==> config.mk <==
export PLATFORM = sky130hd
export DESIGN_NAME = div_unit
export DESIGN_NICKNAME = d
export VERILOG_FILES = /design/src/rtl/div_unit.sv
export SDC_FILE = /design/constraint.sdc
export NUM_CORES = 1
export LEC_CHECK = 0
export BUFFER_PORTS_ARGS = -buffer_cell sky130_fd_sc_hd__buf_2
export CAP_MARGIN = 20
export CORE_MARGIN = 8
export CORE_UTILIZATION = 54
export CTS_BUF_LIST = sky130_fd_sc_hd__clkbuf_8 sky130_fd_sc_hd__clkbuf_16
export CTS_CLUSTER_DIAMETER = 40
export DETAILED_ROUTE_END_ITERATION = 8
export PLACE_DENSITY = 0.81
export SLEW_MARGIN = 5
export SYNTH_ARGS = -nofsm -noshare
export SYNTH_HDL_FRONTEND = slang
export SYNTH_SLANG_ARGS = --single-unit
==> constraint.sdc <==
create_clock -name aclk -period 2.91 [get_ports aclk]
set_clock_uncertainty 0.2 [all_clocks]
set_input_delay 0.582 -clock aclk [delete_from_list [all_inputs] [get_ports aclk]]
set_output_delay 0.582 -clock aclk [all_outputs]
set_load 0.005 [all_outputs]
==> src/rtl/div_unit.sv <==
// div_unit: iterative radix-2 restoring divider for RV32M DIV/DIVU/REM/REMU.
// Takes magnitudes at the accept edge, runs WIDTH shift/subtract steps, then
// applies the result signs. With FAST_SPECIAL=1, divide-by-zero and signed
// overflow finish straight away. With FAST_SPECIAL=0 they go through the same
// iteration and give identical results.
module div_unit #(
  parameter int WIDTH        = 32,
  parameter bit FAST_SPECIAL = 1'b1
) (
  input  logic             aclk,
  input  logic             aresetn,
  input  logic             start,
  input  logic             flush,
  input  logic [2:0]       func,
  input  logic [WIDTH-1:0] din1,
  input  logic [WIDTH-1:0] din2,
  output logic             busy,
  output logic             done,
  output logic [WIDTH-1:0] dout
);

  localparam int CNT_W = (WIDTH > 1) ? $clog2(WIDTH) : 1;

  localparam logic [1:0] S_IDLE = 2'd0;
  localparam logic [1:0] S_CALC = 2'd1;
  localparam logic [1:0] S_FIX  = 2'd2;
  localparam logic [1:0] S_DONE = 2'd3;

  localparam logic [CNT_W-1:0] CNT_LAST = CNT_W'(WIDTH - 1);
  localparam logic [CNT_W-1:0] CNT_ONE  = CNT_W'(1);
  localparam logic [WIDTH-1:0] MIN_NEG  = {1'b1, {(WIDTH-1){1'b0}}};
  localparam logic [WIDTH-1:0] ALL_ONES = {WIDTH{1'b1}};

  logic [1:0]       state_q, state_d;
  logic [CNT_W-1:0] cnt_q, cnt_d;
  logic [WIDTH:0]   rem_q, rem_d;
  logic [WIDTH-1:0] quo_q, quo_d;
  logic [WIDTH-1:0] dvsr_q, dvsr_d;
  logic             is_rem_q, is_rem_d;
  logic             quo_neg_q, quo_neg_d;
  logic             rem_neg_q, rem_neg_d;
  logic [WIDTH-1:0] dout_q, dout_d;

  logic             op_signed;
  logic [WIDTH-1:0] a_abs;
  logic [WIDTH-1:0] b_abs;
  logic             div_zero;
  logic             overflow;
  logic [WIDTH-1:0] special_res;
  logic             accept;
  logic [WIDTH+1:0] trial;
  logic             borrow;
  logic [WIDTH-1:0] quo_res;
  logic [WIDTH-1:0] rem_res;

  // Operand conditioning, special-case detection and one restoring-division step.
  always_comb begin
    op_signed   = ~func[0];
    a_abs       = (op_signed && din1[WIDTH-1]) ? -din1 : din1;
    b_abs       = (op_signed && din2[WIDTH-1]) ? -din2 : din2;
    div_zero    = (din2 == '0);
    overflow    = op_signed && (din1 == MIN_NEG) && (din2 == ALL_ONES);
    special_res = div_zero ? (func[1] ? din1 : ALL_ONES)
                           : (func[1] ? '0 : MIN_NEG);
    accept      = start && !flush && func[2] &&
                  ((state_q == S_IDLE) || (state_q == S_DONE));
    trial       = {rem_q, quo_q[WIDTH-1]} - {2'b00, dvsr_q};
    borrow      = trial[WIDTH+1];
    quo_res     = quo_neg_q ? -quo_q : quo_q;
    rem_res     = rem_neg_q ? -rem_q[WIDTH-1:0] : rem_q[WIDTH-1:0];
  end

  // Next-state logic: flush wins over everything, then accept/iterate/fix.
  always_comb begin
    state_d   = state_q;
    cnt_d     = cnt_q;
    rem_d     = rem_q;
    quo_d     = quo_q;
    dvsr_d    = dvsr_q;
    is_rem_d  = is_rem_q;
    quo_neg_d = quo_neg_q;
    rem_neg_d = rem_neg_q;
    dout_d    = dout_q;

    if (flush) begin
      state_d = S_IDLE;
    end else begin
      case (state_q)
        S_IDLE, S_DONE: begin
          if (accept) begin
            is_rem_d  = func[1];
            quo_neg_d = op_signed && (din1[WIDTH-1] ^ din2[WIDTH-1]) && !div_zero;
            rem_neg_d = op_signed && din1[WIDTH-1];
            rem_d     = '0;
            quo_d     = a_abs;
            dvsr_d    = b_abs;
            cnt_d     = '0;
            if (FAST_SPECIAL && (div_zero || overflow)) begin
              dout_d  = special_res;
              state_d = S_DONE;
            end else begin
              state_d = S_CALC;
            end
          end else if (state_q == S_DONE) begin
            state_d = S_IDLE;
          end
        end
        S_CALC: begin
          rem_d = borrow ? {rem_q[WIDTH-1:0], quo_q[WIDTH-1]} : trial[WIDTH:0];
          quo_d = {quo_q[WIDTH-2:0], ~borrow};
          cnt_d = cnt_q + CNT_ONE;
          if (cnt_q == CNT_LAST) begin
            state_d = S_FIX;
          end
        end
        S_FIX: begin
          dout_d  = is_rem_q ? rem_res : quo_res;
          state_d = S_DONE;
        end
        default: begin
          state_d = S_IDLE;
        end
      endcase
    end
  end

  // State registers; reset clears everything including the held result.
  always_ff @(posedge aclk or negedge aresetn) begin
    if (!aresetn) begin
      state_q   <= S_IDLE;
      cnt_q     <= '0;
      rem_q     <= '0;
      quo_q     <= '0;
      dvsr_q    <= '0;
      is_rem_q  <= 1'b0;
      quo_neg_q <= 1'b0;
      rem_neg_q <= 1'b0;
      dout_q    <= '0;
    end else begin
      state_q   <= state_d;
      cnt_q     <= cnt_d;
      rem_q     <= rem_d;
      quo_q     <= quo_d;
      dvsr_q    <= dvsr_d;
      is_rem_q  <= is_rem_d;
      quo_neg_q <= quo_neg_d;
      rem_neg_q <= rem_neg_d;
      dout_q    <= dout_d;
    end
  end

  assign busy = (state_q == S_CALC) || (state_q == S_FIX);
  assign done = (state_q == S_DONE);
  assign dout = dout_q;

endmodule

==> flow_metrics.env, run 1 <==
export IMPL_run_status="complete, but fails checks"
export IMPL_failed_checks="negative hold slack, negative setup slack"
export IMPL_maxClockFrequency_mhz=313
export IMPL_cts_hold_buf=0
export IMPL_finish_instance_area_mm2=0.0149
export IMPL_tritoncts_num_sinks=139
export IMPL_post_dp_hpwl_um=26300
export IMPL_timing_critical_path_fanout_max=8
export IMPL_relative_max_transition_margin=0.486
export IMPL_critPathRequiredTime_ns=3.01
export IMPL_cts_buffers=17
export IMPL_final_setup_viol_count=42
export IMPL_top_level_ports=105
export IMPL_die_area_mm2=0.0253
export IMPL_initial_utilization=0.549
export IMPL_element_type_at_the_critical_path_start="flop"
export IMPL_route_vias_total=12500
export IMPL_detail_route_antenna_nets=0
export IMPL_final_layout_size_suffix_gt1_frac=0.287
export IMPL_min_delay_path_class="in2async"
export IMPL_worst_pin_slew_ns=0.772
export IMPL_slack_of_the_critical_path_ns=-0.283
export IMPL_ff2ff_path_depth=12
export IMPL_tritoncts="yes"
export IMPL_ys_dominant_reg_cell="sky130_fd_sc_hd__dfrtp_1"
export IMPL_grt_max_degree=80
export IMPL_synth_edf_count=0
export IMPL_cts_htree_levels=4
export IMPL_postSynth_asyncResetShare=1.00
export IMPL_rsz0062_at_grt="true"
export IMPL_final_hold_viol_count=1
export IMPL_mostFrequentLayoutCell="sky130_fd_sc_hd__buf_4"
export IMPL_wl_per_cell_um=19.5
export IMPL_track_usage=0.278
export IMPL_die_y_um=159
export IMPL_post_dp_cell_area_mm2=0.0134
export IMPL_cts_clk_slew_worst_paths_ns=0.06
export IMPL_postSynthCellCount=1412
export IMPL_synth_area_per_cell_um2=7.84
export IMPL_power_w=0.00638
export IMPL_port_buffers=104
export IMPL_diodes=0
export IMPL_die_width_um=159
export IMPL_area_of_the_core_mm2=0.0202
export IMPL_worst_ep_arrival_time_ns=3.29
export IMPL_final_period_utilization=1.10
export IMPL_wire_length_of_the_first_global_routing_pass_um=58700
export IMPL_post_syn_area_mm2=0.0111
export IMPL_final_cell_mix="sky130_fd_sc_hd__buf_4 (228), sky130_fd_sc_hd__nand2_1 (200), sky130_fd_sc_hd__dfrtp_1 (138)"
export IMPL_crit_reg2reg_launch="rem_q[13]$_DFFE_PN0P_"
export IMPL_regToRegSetupSlack_ns=-0.28
export IMPL_post_drt_via_cell_ratio=6.26
export IMPL_final_max_slew_viol_count=0
export IMPL_clk_path_buf_depth=2
export IMPL_synth_nets=1526
export IMPL_clockRootBuffer="sky130_fd_sc_hd__clkbuf_16"
export IMPL_r2r_end="rem_q[6]$_DFFE_PN0P_"
export IMPL_unique_cell_type_count_in_the_yosys_netlist=68
export IMPL_final_core_utilization=0.739
export IMPL_detail_route_first_pass_iterations=7
export IMPL_totalWireLength_um=38900
export IMPL_synthesis_yosys_warnings=0
export IMPL_placementRows=52
export IMPL_area_growth_pct=34.8
export IMPL_finalSetupTns_ns=-7.62
export IMPL_post_route_drc_count=0
export IMPL_final_period_demand_of_the_worst_path_ns=3.19
export IMPL_whs_ns=-0.00586
export IMPL_grt_pass1_vias=12000
export IMPL_vdd_ir_drop_max_mv=0.340
export IMPL_endpoint_kind="flop"
export IMPL_postSynthRegisterBits=139
export IMPL_clock_latency_at_the_later_pin_of_the_worst_skew_pair_ns=0.43
export IMPL_fillCellCount=1374
export IMPL_power_static_leakage_nw=6.94
export IMPL_yosysSeqAreaShare=0.314
export IMPL_final_net_count=1821
export IMPL_grt_remaining_overflow=0
export IMPL_criticalPathCategory="reg2reg"
export IMPL_powerDensity_mw_per_mm2=428
export IMPL_gp_congestion=0.967
export IMPL_drt_iter0_markers=1398
export IMPL_initial_antenna_violation_count=0
export IMPL_max_cap_violations=0
[sequential cells by signal, indices dropped and copies added, names as in the netlist]
signal	count
rem_q	33
dout	32
dvsr_q	32
quo_q	32
cnt_q	5
state_q	2
is_rem_q	1
quo_neg_q	1
rem_neg_q	1
[critical path, cell delays in order (launching register included)]
cell and delay (ns):
sky130_fd_sc_hd__dfrtp_1 0.40, sky130_fd_sc_hd__buf_6 0.14, sky130_fd_sc_hd__ha_4 0.29, sky130_fd_sc_hd__nand4_1 0.24, sky130_fd_sc_hd__buf_4 0.24, sky130_fd_sc_hd__nor3_4 0.23, sky130_fd_sc_hd__o41ai_4 0.12, sky130_fd_sc_hd__a31o_2 0.24
sky130_fd_sc_hd__nand3_2 0.10, sky130_fd_sc_hd__and3_4 0.34, sky130_fd_sc_hd__buf_12 0.18, sky130_fd_sc_hd__mux2i_4 0.24, sky130_fd_sc_hd__o21ai_1 0.08
[where the power goes]
group          leakage [nW]  internal (W)  switching [W]  total [W]
sequential             1.84       0.00211       0.000200    0.00231
clock                 0.287       0.00117       0.000859    0.00203
combinational          4.82      0.000888        0.00115    0.00204
[cell type report]
| type | instances | area, um2 | share of cell area |
|---|---|---|---|
| sequential | 139 | 3480 | 0.233 |
| tap | 270 | 338 | 0.0227 |
| clock inverter | 14 | 90.1 | 0.00604 |
| timing repair buffer | 355 | 2570 | 0.172 |
| inverter | 62 | 233 | 0.0156 |
| multi-input combinational | 1132 | 7760 | 0.520 |
| clock buffer | 18 | 439 | 0.0294 |
[metal layers]
metal,routed length [um],global-route usage,vias to the layer above
met3,3920,0.0525,209
met1,14700,0.346,5805
met2,18300,0.463,791
met5,0,0,-
li1,-,-,5659
met4,1870,0.122,0
[synth_stat cells (22+ instances only)]
library cell,n,share of area
sky130_fd_sc_hd__dfrtp_1,139,0.31
sky130_fd_sc_hd__nand2_1,206,0.070
sky130_fd_sc_hd__mux2i_1,24,0.022
sky130_fd_sc_hd__xor2_1,64,0.051
sky130_fd_sc_hd__inv_1,62,0.021
sky130_fd_sc_hd__o21ai_0,149,0.067
sky130_fd_sc_hd__nor2_1,87,0.030
sky130_fd_sc_hd__nand3_1,28,0.013
sky130_fd_sc_hd__o31ai_1,29,0.020
sky130_fd_sc_hd__o211ai_1,24,0.016
sky130_fd_sc_hd__ha_1,42,0.047
sky130_fd_sc_hd__clkbuf_1,68,0.023
sky130_fd_sc_hd__nor3_1,26,0.012
sky130_fd_sc_hd__a21oi_1,103,0.047
sky130_fd_sc_hd__xnor2_1,76,0.060
sky130_fd_sc_hd__o21ai_1,22,0.010
[through the flow]
stage	hold slack, ns	cells	setup WS (ns)
after global placement	0.255	1927	-0.227
after CTS	0.0302	1976	-0.129
after global routing	0.0517	1990	-0.337
final	-0.00586	1990	-0.283
after detailed placement	0.260	1927	-0.267
after floorplan	0.0864	1412	-0.0789
[worst max-delay path by stage]
stage	start	to	slack, ns	cells past startpoint
global route	rem_q[13]$_DFFE_PN0P_	rem_q[32]$_DFFE_PN0P_	-0.34	11
CTS	rem_q[12]$_DFFE_PN0P_	dout[27]$_DFFE_PN0P_	-0.13	9
floorplan	din2[6]	dout[19]$_DFFE_PN0P_	-0.08	10
finish	rem_q[13]$_DFFE_PN0P_	rem_q[6]$_DFFE_PN0P_	-0.28	12
detailed placement	dvsr_q[12]$_DFFE_PN0P_	rem_q[9]$_DFFE_PN0P_	-0.27	11
global placement	din1[6]	dout[3]$_DFFE_PN0P_	-0.23	10
[cell families after synthesis]
logic type,count (synthesis),share of synthesized area
buf+inv,142,0.0491
xor+xnor,140,0.111
mux,24,0.0217
fa+ha+maj,43,0.0493
simple gates,470,0.201
flops,139,0.314
compound gates,454,0.253
[timing repair]
item / in CTS / in global routing
endpoints found under the setup margin: 42 / 46
gates cloned: 4 / 1
gates resized for setup: 65 / 90
hold endpoints to repair: 0 / 0
buffers inserted: 13 / 16
pin swaps: 24 / 60
(Power assumes the default switching activity.)
==> run 2, diff against run 1 <==
--- a/config.mk
+++ b/config.mk
@@ -5,14 +5,14 @@
 export SDC_FILE = /design/constraint.sdc
 export NUM_CORES = 1
 export LEC_CHECK = 0
-export BUFFER_PORTS_ARGS = -buffer_cell sky130_fd_sc_hd__buf_2
 export CAP_MARGIN = 20
 export CORE_MARGIN = 8
 export CORE_UTILIZATION = 54
 export CTS_BUF_LIST = sky130_fd_sc_hd__clkbuf_8 sky130_fd_sc_hd__clkbuf_16
 export CTS_CLUSTER_DIAMETER = 40
 export DETAILED_ROUTE_END_ITERATION = 8
-export PLACE_DENSITY = 0.81
+export DONT_BUFFER_PORTS = 1
+export PLACE_DENSITY = 0.76
 export SLEW_MARGIN = 5
 export SYNTH_ARGS = -nofsm -noshare
 export SYNTH_HDL_FRONTEND = slang
==> run 2 against run 1 <==
Against the previous run:
- the flow still finishes with violations (negative hold slack, negative setup slack)
- count of clock-buffer cells in the layout stayed put
- sequential power about the same
- combinational power is 14% lower
- via count decreased by 8.8%
- utilization down 5.8 points
- non-clock buffer count is 147 lower
- global-route usage is 1.2 points lower
- die area unchanged
- first-iteration DRC count decreased by 19%
- final cell count is 7.4% lower
- largest power group is now the clock network
- highest routed layer unchanged
==> flow_metrics.env, run 2 (synthesized netlist as in run 1, its figures left out) <==
export IMPL_area_of_the_core_mm2=0.0202
export IMPL_run_status="complete, but fails checks"
export IMPL_power_static_leakage_nw=6.16
export IMPL_final_period_demand_of_the_worst_path_ns=3.13
export IMPL_placementRows=52
export IMPL_gp_congestion=0.972
export IMPL_vdd_ir_drop_max_mv=0.353
export IMPL_wl_per_cell_um=19.1
export IMPL_final_layout_size_suffix_gt1_frac=0.198
export IMPL_multi_input_gate_area_in_the_final_layout_mm2=0.00742
export IMPL_final_cell_mix="sky130_fd_sc_hd__nand2_1 (203), sky130_fd_sc_hd__buf_4 (198), sky130_fd_sc_hd__dfrtp_1 (137)"
export IMPL_criticalPathCategory="reg2reg"
export IMPL_worst_path_stages=11
export IMPL_grt_remaining_overflow=0
export IMPL_track_usage=0.265
export IMPL_detail_route_antenna_nets=0
export IMPL_slack_of_the_critical_path_ns=-0.217
export IMPL_crit_chain="inv_1, ha_4, a21oi_1, o21ai_0, o41ai_4, a31o_2, a21o_1, and3_4, clkbuf_16, mux2i_1, o21ai_1"
export IMPL_final_core_utilization=0.681
export IMPL_critical_path_n_buffers_inverters=2
export IMPL_timing_critical_path_to="rem_q[10]$_DFFE_PN0P_"
export IMPL_final_hold_viol_count=139
export IMPL_area_sequential_mm2=0.00348
export IMPL_tritoncts="yes"
export IMPL_worst_pin_slew_ns=0.837
export IMPL_powerDensity_mw_per_mm2=464
export IMPL_critPathRequiredTime_ns=3.02
export IMPL_initial_utilization=0.549
export IMPL_rsz0062_at_grt="true"
export IMPL_max_cap_violations=0
export IMPL_wire_length_of_the_first_global_routing_pass_um=55200
export IMPL_area_growth_pct=24.1
export IMPL_final_net_count=1674
export IMPL_min_delay_path_class="in2async"
export IMPL_element_type_at_the_critical_path_start="flop"
export IMPL_cts_buffers=17
export IMPL_relative_max_transition_margin=0.441
export IMPL_mostFrequentLayoutCell="sky130_fd_sc_hd__nand2_1"
export IMPL_initial_antenna_violation_count=0
export IMPL_post_dp_hpwl_um=25700
export IMPL_worst_path_max_delay_cell="sky130_fd_sc_hd__dfrtp_1"
export IMPL_post_route_drc_count=0
export IMPL_tritoncts_num_sinks=139
export IMPL_detail_route_first_pass_iterations=5
export IMPL_startpoint_of_the_worst_setup_timing_path="dvsr_q[14]$_DFFE_PN0P_"
export IMPL_die_area_mm2=0.0253
export IMPL_cell_class_contributing_the_biggest_share_of_worst_path_delay="compound AO/OA/AOI/OAI gates"
export IMPL_route_vias_total=11400
export IMPL_port_buffers=0
export IMPL_cts_clk_slew_worst_paths_ns=0.06
export IMPL_post_drt_via_cell_ratio=6.17
export IMPL_slowest_delay_ns=0.40
export IMPL_final_max_slew_viol_count=0
export IMPL_maxClockFrequency_mhz=320
export IMPL_timing_critical_path_fanout_max=10
export IMPL_die_width_um=159
export IMPL_fillCellCount=1585
export IMPL_max_flop_register="rem_q"
export IMPL_top_level_ports=105
export IMPL_dpl_worst_slack_ns=-0.228
export IMPL_grt_pass1_vias=11000
export IMPL_final_setup_viol_count=42
export IMPL_worst_ep_arrival_time_ns=3.23
export IMPL_totalWireLength_um=35300
export IMPL_final_period_utilization=1.07
export IMPL_drt_iter0_markers=1135
export IMPL_cts_htree_levels=4
export IMPL_clock_latency_at_the_later_pin_of_the_worst_skew_pair_ns=0.43
export IMPL_grt_max_degree=140
export IMPL_clk_path_buf_depth=2
export IMPL_crit_reg2reg_launch="dvsr_q[14]$_DFFE_PN0P_"
export IMPL_regToRegSetupSlack_ns=-0.22
export IMPL_whs_ns=-0.353
export IMPL_r2r_end="rem_q[10]$_DFFE_PN0P_"
export IMPL_endpoint_kind="flop"
export IMPL_failed_checks="negative hold slack, negative setup slack"
export IMPL_clockRootBuffer="sky130_fd_sc_hd__clkbuf_16"
export IMPL_die_y_um=159
export IMPL_ff2ff_path_depth=11
export IMPL_diodes=0
export IMPL_largest_register_ff_count=33
==> run 2: worst register-to-register path: cells and delay by family, from the launching register on <==
family	cells	cell delay [ns]
AOI/OAI and AO/OA	6	1.31
adders and majority gates	1	0.23
buffers and inverters	2	0.32
DFF	1	0.40
muxes	1	0.24
and+or+nand+nor	1	0.31
==> run 2: how the worst min path moves through the flow <==
stage,start,to,slack [ns],cells after the start
after floorplan,aresetn,cnt_q[0]$_DFFE_PN0P_,0.09,0
final,aresetn,quo_q[7]$_DFFE_PN0P_,-0.35,0
after global placement,aresetn,quo_q[6]$_DFFE_PN0P_,0.09,0
after detailed placement,aresetn,quo_q[8]$_DFFE_PN0P_,0.09,0
after global routing,aresetn,quo_q[8]$_DFFE_PN0P_,-0.37,0
after CTS,aresetn,quo_q[7]$_DFFE_PN0P_,-0.36,0
==> run 2: what timing repair did <==
item	CTS	global route
endpoints found under the setup margin	43	44
buffers inserted	4	13
pin swaps	8	34
gates cloned	0	3
endpoints found under the hold margin	139	139
gates resized for setup	25	52
==> run 2: final cells by class <==
class	instances	share of cell area
timing repair buffer	208	0.119
tap	270	0.0246
clock buffer	18	0.0320
sequential	139	0.253
multi-input combinational	1132	0.541
clock inverter	14	0.0130
inverter	62	0.0169
==> run 2: stage by stage <==
step | instance area (um2) | total power [W] | instances | hold slack, ns | TNS [ns]
5_1_grt | 13700 | 0.00667 | 1843 | -0.369 | -8.27
6_report | 13700 | 0.00637 | 1843 | -0.353 | -5.05
3_5_place_dp | 12600 | 0.00391 | 1791 | 0.0937 | -8.46
3_3_place_gp | 12600 | 0.00386 | 1791 | 0.0925 | -5.62
4_1_cts | 13400 | 0.00625 | 1827 | -0.361 | -1.81
2_1_floorplan | 11200 | 0.00336 | 1412 | 0.0864 | -1.39
==> run 2: where the power goes <==
group	internal (W)	total, W	switching [W]
combinational	0.000805	0.00175	0.000948
sequential	0.00211	0.00230	0.000185
clock	0.00144	0.00232	0.000874
==> run 2: metal layers <==
layer | global-route usage | part of all wire | up-vias
met5 | 0 | 0 | -
met4 | 0.114 | 0.031 | 0
met3 | 0.0778 | 0.098 | 97
met2 | 0.424 | 0.47 | 536
met1 | 0.329 | 0.40 | 5377
li1 | - | - | 5359
==> run 3, diff against run 2 <==
--- a/config.mk
+++ b/config.mk
@@ -5,6 +5,7 @@
 export SDC_FILE = /design/constraint.sdc
 export NUM_CORES = 1
 export LEC_CHECK = 0
+export ABC_AREA = 1
 export CAP_MARGIN = 20
 export CORE_MARGIN = 8
 export CORE_UTILIZATION = 54
==> run 3 against run 2 <==
Against the previous run:
- critical path type unchanged
- the flow finishes with violations (negative hold slack)
- die area grew 16%
- critical endpoint is now rem_q[25]$_DFFE_PN0P_
- utilization shrank 9.2 points
- clock power shrank 4%
==> flow_metrics.env, run 3 <==
export IMPL_run_status="complete, but fails checks"
export IMPL_failed_checks="negative hold slack"
export IMPL_clock_latency_at_the_later_pin_of_the_worst_skew_pair_ns=0.43
export IMPL_worst_ep_arrival_time_ns=2.78
export IMPL_final_cell_mix="sky130_fd_sc_hd__nand2_1 (695), sky130_fd_sc_hd__inv_1 (291), sky130_fd_sc_hd__nand3_1 (287)"
export IMPL_seqPwrFrac=0.286
export IMPL_wl_per_cell_um=17.8
export IMPL_multi_input_gate_area_in_the_final_layout_mm2=0.00813
export IMPL_powerDensity_mw_per_mm2=761
export IMPL_slowest_delay_ns=0.47
export IMPL_whs_ns=-0.341
export IMPL_post_route_drc_count=0
export IMPL_postCtsSetupBuffers=0
export IMPL_min_delay_path_class="in2async"
export IMPL_relative_max_transition_margin=0.364
export IMPL_route_vias_total=14400
export IMPL_synth_nets=2294
export IMPL_critical_path_n_buffers_inverters=2
export IMPL_initial_utilization=0.544
export IMPL_initial_antenna_violation_count=0
export IMPL_max_cap_violations=0
export IMPL_power_w=0.0108
export IMPL_cell_class_contributing_the_biggest_share_of_worst_path_delay="simple AND/OR/NAND/NOR gates"
export IMPL_dp_cells=2477
export IMPL_yosysSeqAreaShare=0.266
export IMPL_final_net_count=2286
export IMPL_synthTopCellsByArea="sky130_fd_sc_hd__dfrtp_1 (27%), sky130_fd_sc_hd__nand2_1 (20%), sky130_fd_sc_hd__nand3_1 (11%)"
export IMPL_finalSetupTns_ns=0
export IMPL_totalWireLength_um=44600
export IMPL_detail_route_first_pass_iterations=7
export IMPL_clk_path_buf_depth=2
export IMPL_finish_instance_area_mm2=0.0142
export IMPL_final_hold_viol_count=139
export IMPL_track_usage=0.305
export IMPL_post_dp_cell_area_mm2=0.0135
export IMPL_share_clk_of_total_power=0.207
export IMPL_diodes=0
export IMPL_timing_critical_path_fanout_max=23
export IMPL_final_layout_size_suffix_gt1_frac=0.0522
export IMPL_ys_dominant_reg_cell="sky130_fd_sc_hd__dfrtp_1"
export IMPL_drt_iter0_markers=1557
export IMPL_placementRows=57
export IMPL_die_area_mm2=0.0294
export IMPL_max_flop_register="rem_q"
export IMPL_synth_edf_count=0
export IMPL_port_buffers=0
export IMPL_postSynth_asyncResetShare=1.00
export IMPL_grt_max_degree=140
export IMPL_final_max_slew_viol_count=0
export IMPL_postSynthCellCount=2180
export IMPL_comb_power_share=0.507
export IMPL_synth_area_per_cell_um2=5.99
export IMPL_synthesis_yosys_warnings=0
export IMPL_grt_pass1_vias=13400
export IMPL_timing_critical_path_mode_cell="sky130_fd_sc_hd__nand2_1"
export IMPL_cts_clk_slew_worst_paths_ns=0.07
export IMPL_dpl_worst_slack_ns=0.0600
export IMPL_post_dp_hpwl_um=34700
export IMPL_rsz0062_at_grt="false"
export IMPL_final_period_demand_of_the_worst_path_ns=2.68
export IMPL_area_sequential_mm2=0.00348
export IMPL_maxClockFrequency_mhz=373
export IMPL_postSynthRegisterBits=139
export IMPL_wire_length_of_the_first_global_routing_pass_um=70900
export IMPL_top_level_ports=105
export IMPL_final_setup_viol_count=0
export IMPL_post_syn_area_mm2=0.0131
export IMPL_p_int_w=0.00553
export IMPL_worst_pin_slew_ns=0.954
export IMPL_regToRegSetupSlack_ns=0.23
export IMPL_tritoncts="yes"
export IMPL_unique_cell_type_count_in_the_yosys_netlist=44
export IMPL_most_frequent_cell_after_synthesis="sky130_fd_sc_hd__nand2_1"
export IMPL_fin_cells=2509
export IMPL_p_sw_frac=0.486
export IMPL_final_period_utilization=0.921
export IMPL_grt_remaining_overflow=0
export IMPL_area_of_the_core_mm2=0.0240
export IMPL_switching_power_w=0.00523
export IMPL_vdd_ir_drop_max_mv=0.622
export IMPL_post_drt_via_cell_ratio=5.74
export IMPL_cts_htree_levels=4
export IMPL_critPathRequiredTime_ns=3.01
export IMPL_power_static_leakage_nw=7.63
export IMPL_slack_of_the_critical_path_ns=0.230
export IMPL_criticalPathCategory="reg2reg"
export IMPL_tritoncts_num_sinks=139
export IMPL_crit_chain="ha_1, nand2_1, inv_1, nand2_1, nand2_1, a21oi_2, nor2_1, nor2_2, nand2_1, nand2_2, buf_12, nand3_1, nand3_1, nand2_1"
export IMPL_post_synth_top_area_cell="sky130_fd_sc_hd__dfrtp_1"
export IMPL_clockRootBuffer="sky130_fd_sc_hd__clkbuf_16"
export IMPL_endpoint_kind="flop"
export IMPL_element_type_at_the_critical_path_start="flop"
export IMPL_largest_register_ff_count=33
export IMPL_die_y_um=172
export IMPL_gp_congestion=0.963
export IMPL_worst_path_max_delay_cell="sky130_fd_sc_hd__dfrtp_1"
export IMPL_die_width_um=172
export IMPL_post_synth_most_frequent_cells="sky130_fd_sc_hd__nand2_1 (696), sky130_fd_sc_hd__inv_1 (291), sky130_fd_sc_hd__nand3_1 (287), sky130_fd_sc_hd__nor2_1 (209)"
export IMPL_area_growth_pct=8.30
export IMPL_synthDominantCellAreaShare=0.266
export IMPL_detail_route_antenna_nets=0
export IMPL_mostFrequentLayoutCell="sky130_fd_sc_hd__nand2_1"
export IMPL_cts_buffers=17
export IMPL_fillCellCount=2436
## run 3: changes by cell type after synthesis, sizes merged, moves of 30 or more
| cell | previous run | this run |
|---|---|---|
| nand3 | 28 | 294 |
| nand2 | 206 | 701 |
| a21oi | 103 | 65 |
| inv | 62 | 294 |
| o31ai | 31 | 1 |
| nor2 | 87 | 215 |
| xnor2 | 76 | 22 |
## run 3: final cells by class
cell class	count	area share
tap	324	0.0286
clock buffer	18	0.0310
inverter	298	0.0791
sequential	139	0.246
timing repair buffer	49	0.0304
clock inverter	14	0.0109
multi-input combinational	1667	0.574
## run 3: path summary, 6_finish.rpt
kind,start,endpoint,depth (start not counted)
setup / recovery,rem_q[18]$_DFFE_PN0P_,rem_q[25]$_DFFE_PN0P_,14
hold / removal,aresetn,rem_q[2]$_DFFE_PN0P_,0
setup reg to reg,rem_q[18]$_DFFE_PN0P_,rem_q[25]$_DFFE_PN0P_,14
hold reg to reg,quo_q[2]$_DFFE_PN0P_,quo_q[3]$_DFFE_PN0P_,2
max in group asynchronous,aresetn,state_q[1]$_DFFE_PN0P_,0
min in group aclk,din1[28],quo_q[28]$_DFFE_PN0P_,2
## run 3: power by group through the flow
stage	logic (W)	registers, W	clock network (W)
4_1_cts	0.00534	0.00308	0.00225
5_1_grt	0.00606	0.00316	0.00234
2_1_floorplan	0.00390	0.00291	0
3_3_place_gp	0.00521	0.00309	0
6_report	0.00545	0.00308	0.00223
3_5_place_dp	0.00531	0.00310	0
## run 3: timing repair
item	CTS	global route
resized for setup	0	4
endpoints found under the setup margin	0	5
hold endpoints to repair	139	139
## run 3: routing by layer
layer | up-vias | track usage | wire length [um]
li1 | 7001 | - | -
met3 | 112 | 0.0730 | 4530
met4 | 0 | 0.124 | 1620
met5 | - | 0 | 0
met1 | 6584 | 0.406 | 18700
met2 | 695 | 0.471 | 19700
## run 3: kinds of logic after synthesis
family / share of synthesized area
buffers and inverters: 0.114
muxes: 0.000766
xor gates and xnor gates: 0.0416
DFF: 0.266
adders and majority gates: 0.0417
AOI/OAI and AO/OA: 0.114
and+or+nand+nor: 0.422
## run 3: stage by stage
stage                     hold WS (ns)   util
after floorplan                 0.0864      -
after global placement          0.0997  0.563
after detailed placement         0.100  0.563
after CTS                       -0.352  0.588
after global routing            -0.359  0.589
final                           -0.341  0.589
## run 3: worst reg2reg max path, cell delays in order, from the launching register on
cell and delay (ns):
sky130_fd_sc_hd__dfrtp_1 0.47, sky130_fd_sc_hd__ha_1 0.42, sky130_fd_sc_hd__nand2_1 0.15, sky130_fd_sc_hd__inv_1 0.05, sky130_fd_sc_hd__nand2_1 0.06, sky130_fd_sc_hd__nand2_1 0.07
sky130_fd_sc_hd__a21oi_2 0.17, sky130_fd_sc_hd__nor2_1 0.07, sky130_fd_sc_hd__nor2_2 0.17, sky130_fd_sc_hd__nand2_1 0.13, sky130_fd_sc_hd__nand2_2 0.13, sky130_fd_sc_hd__buf_12 0.17
sky130_fd_sc_hd__nand3_1 0.12, sky130_fd_sc_hd__nand3_1 0.11, sky130_fd_sc_hd__nand2_1 0.06
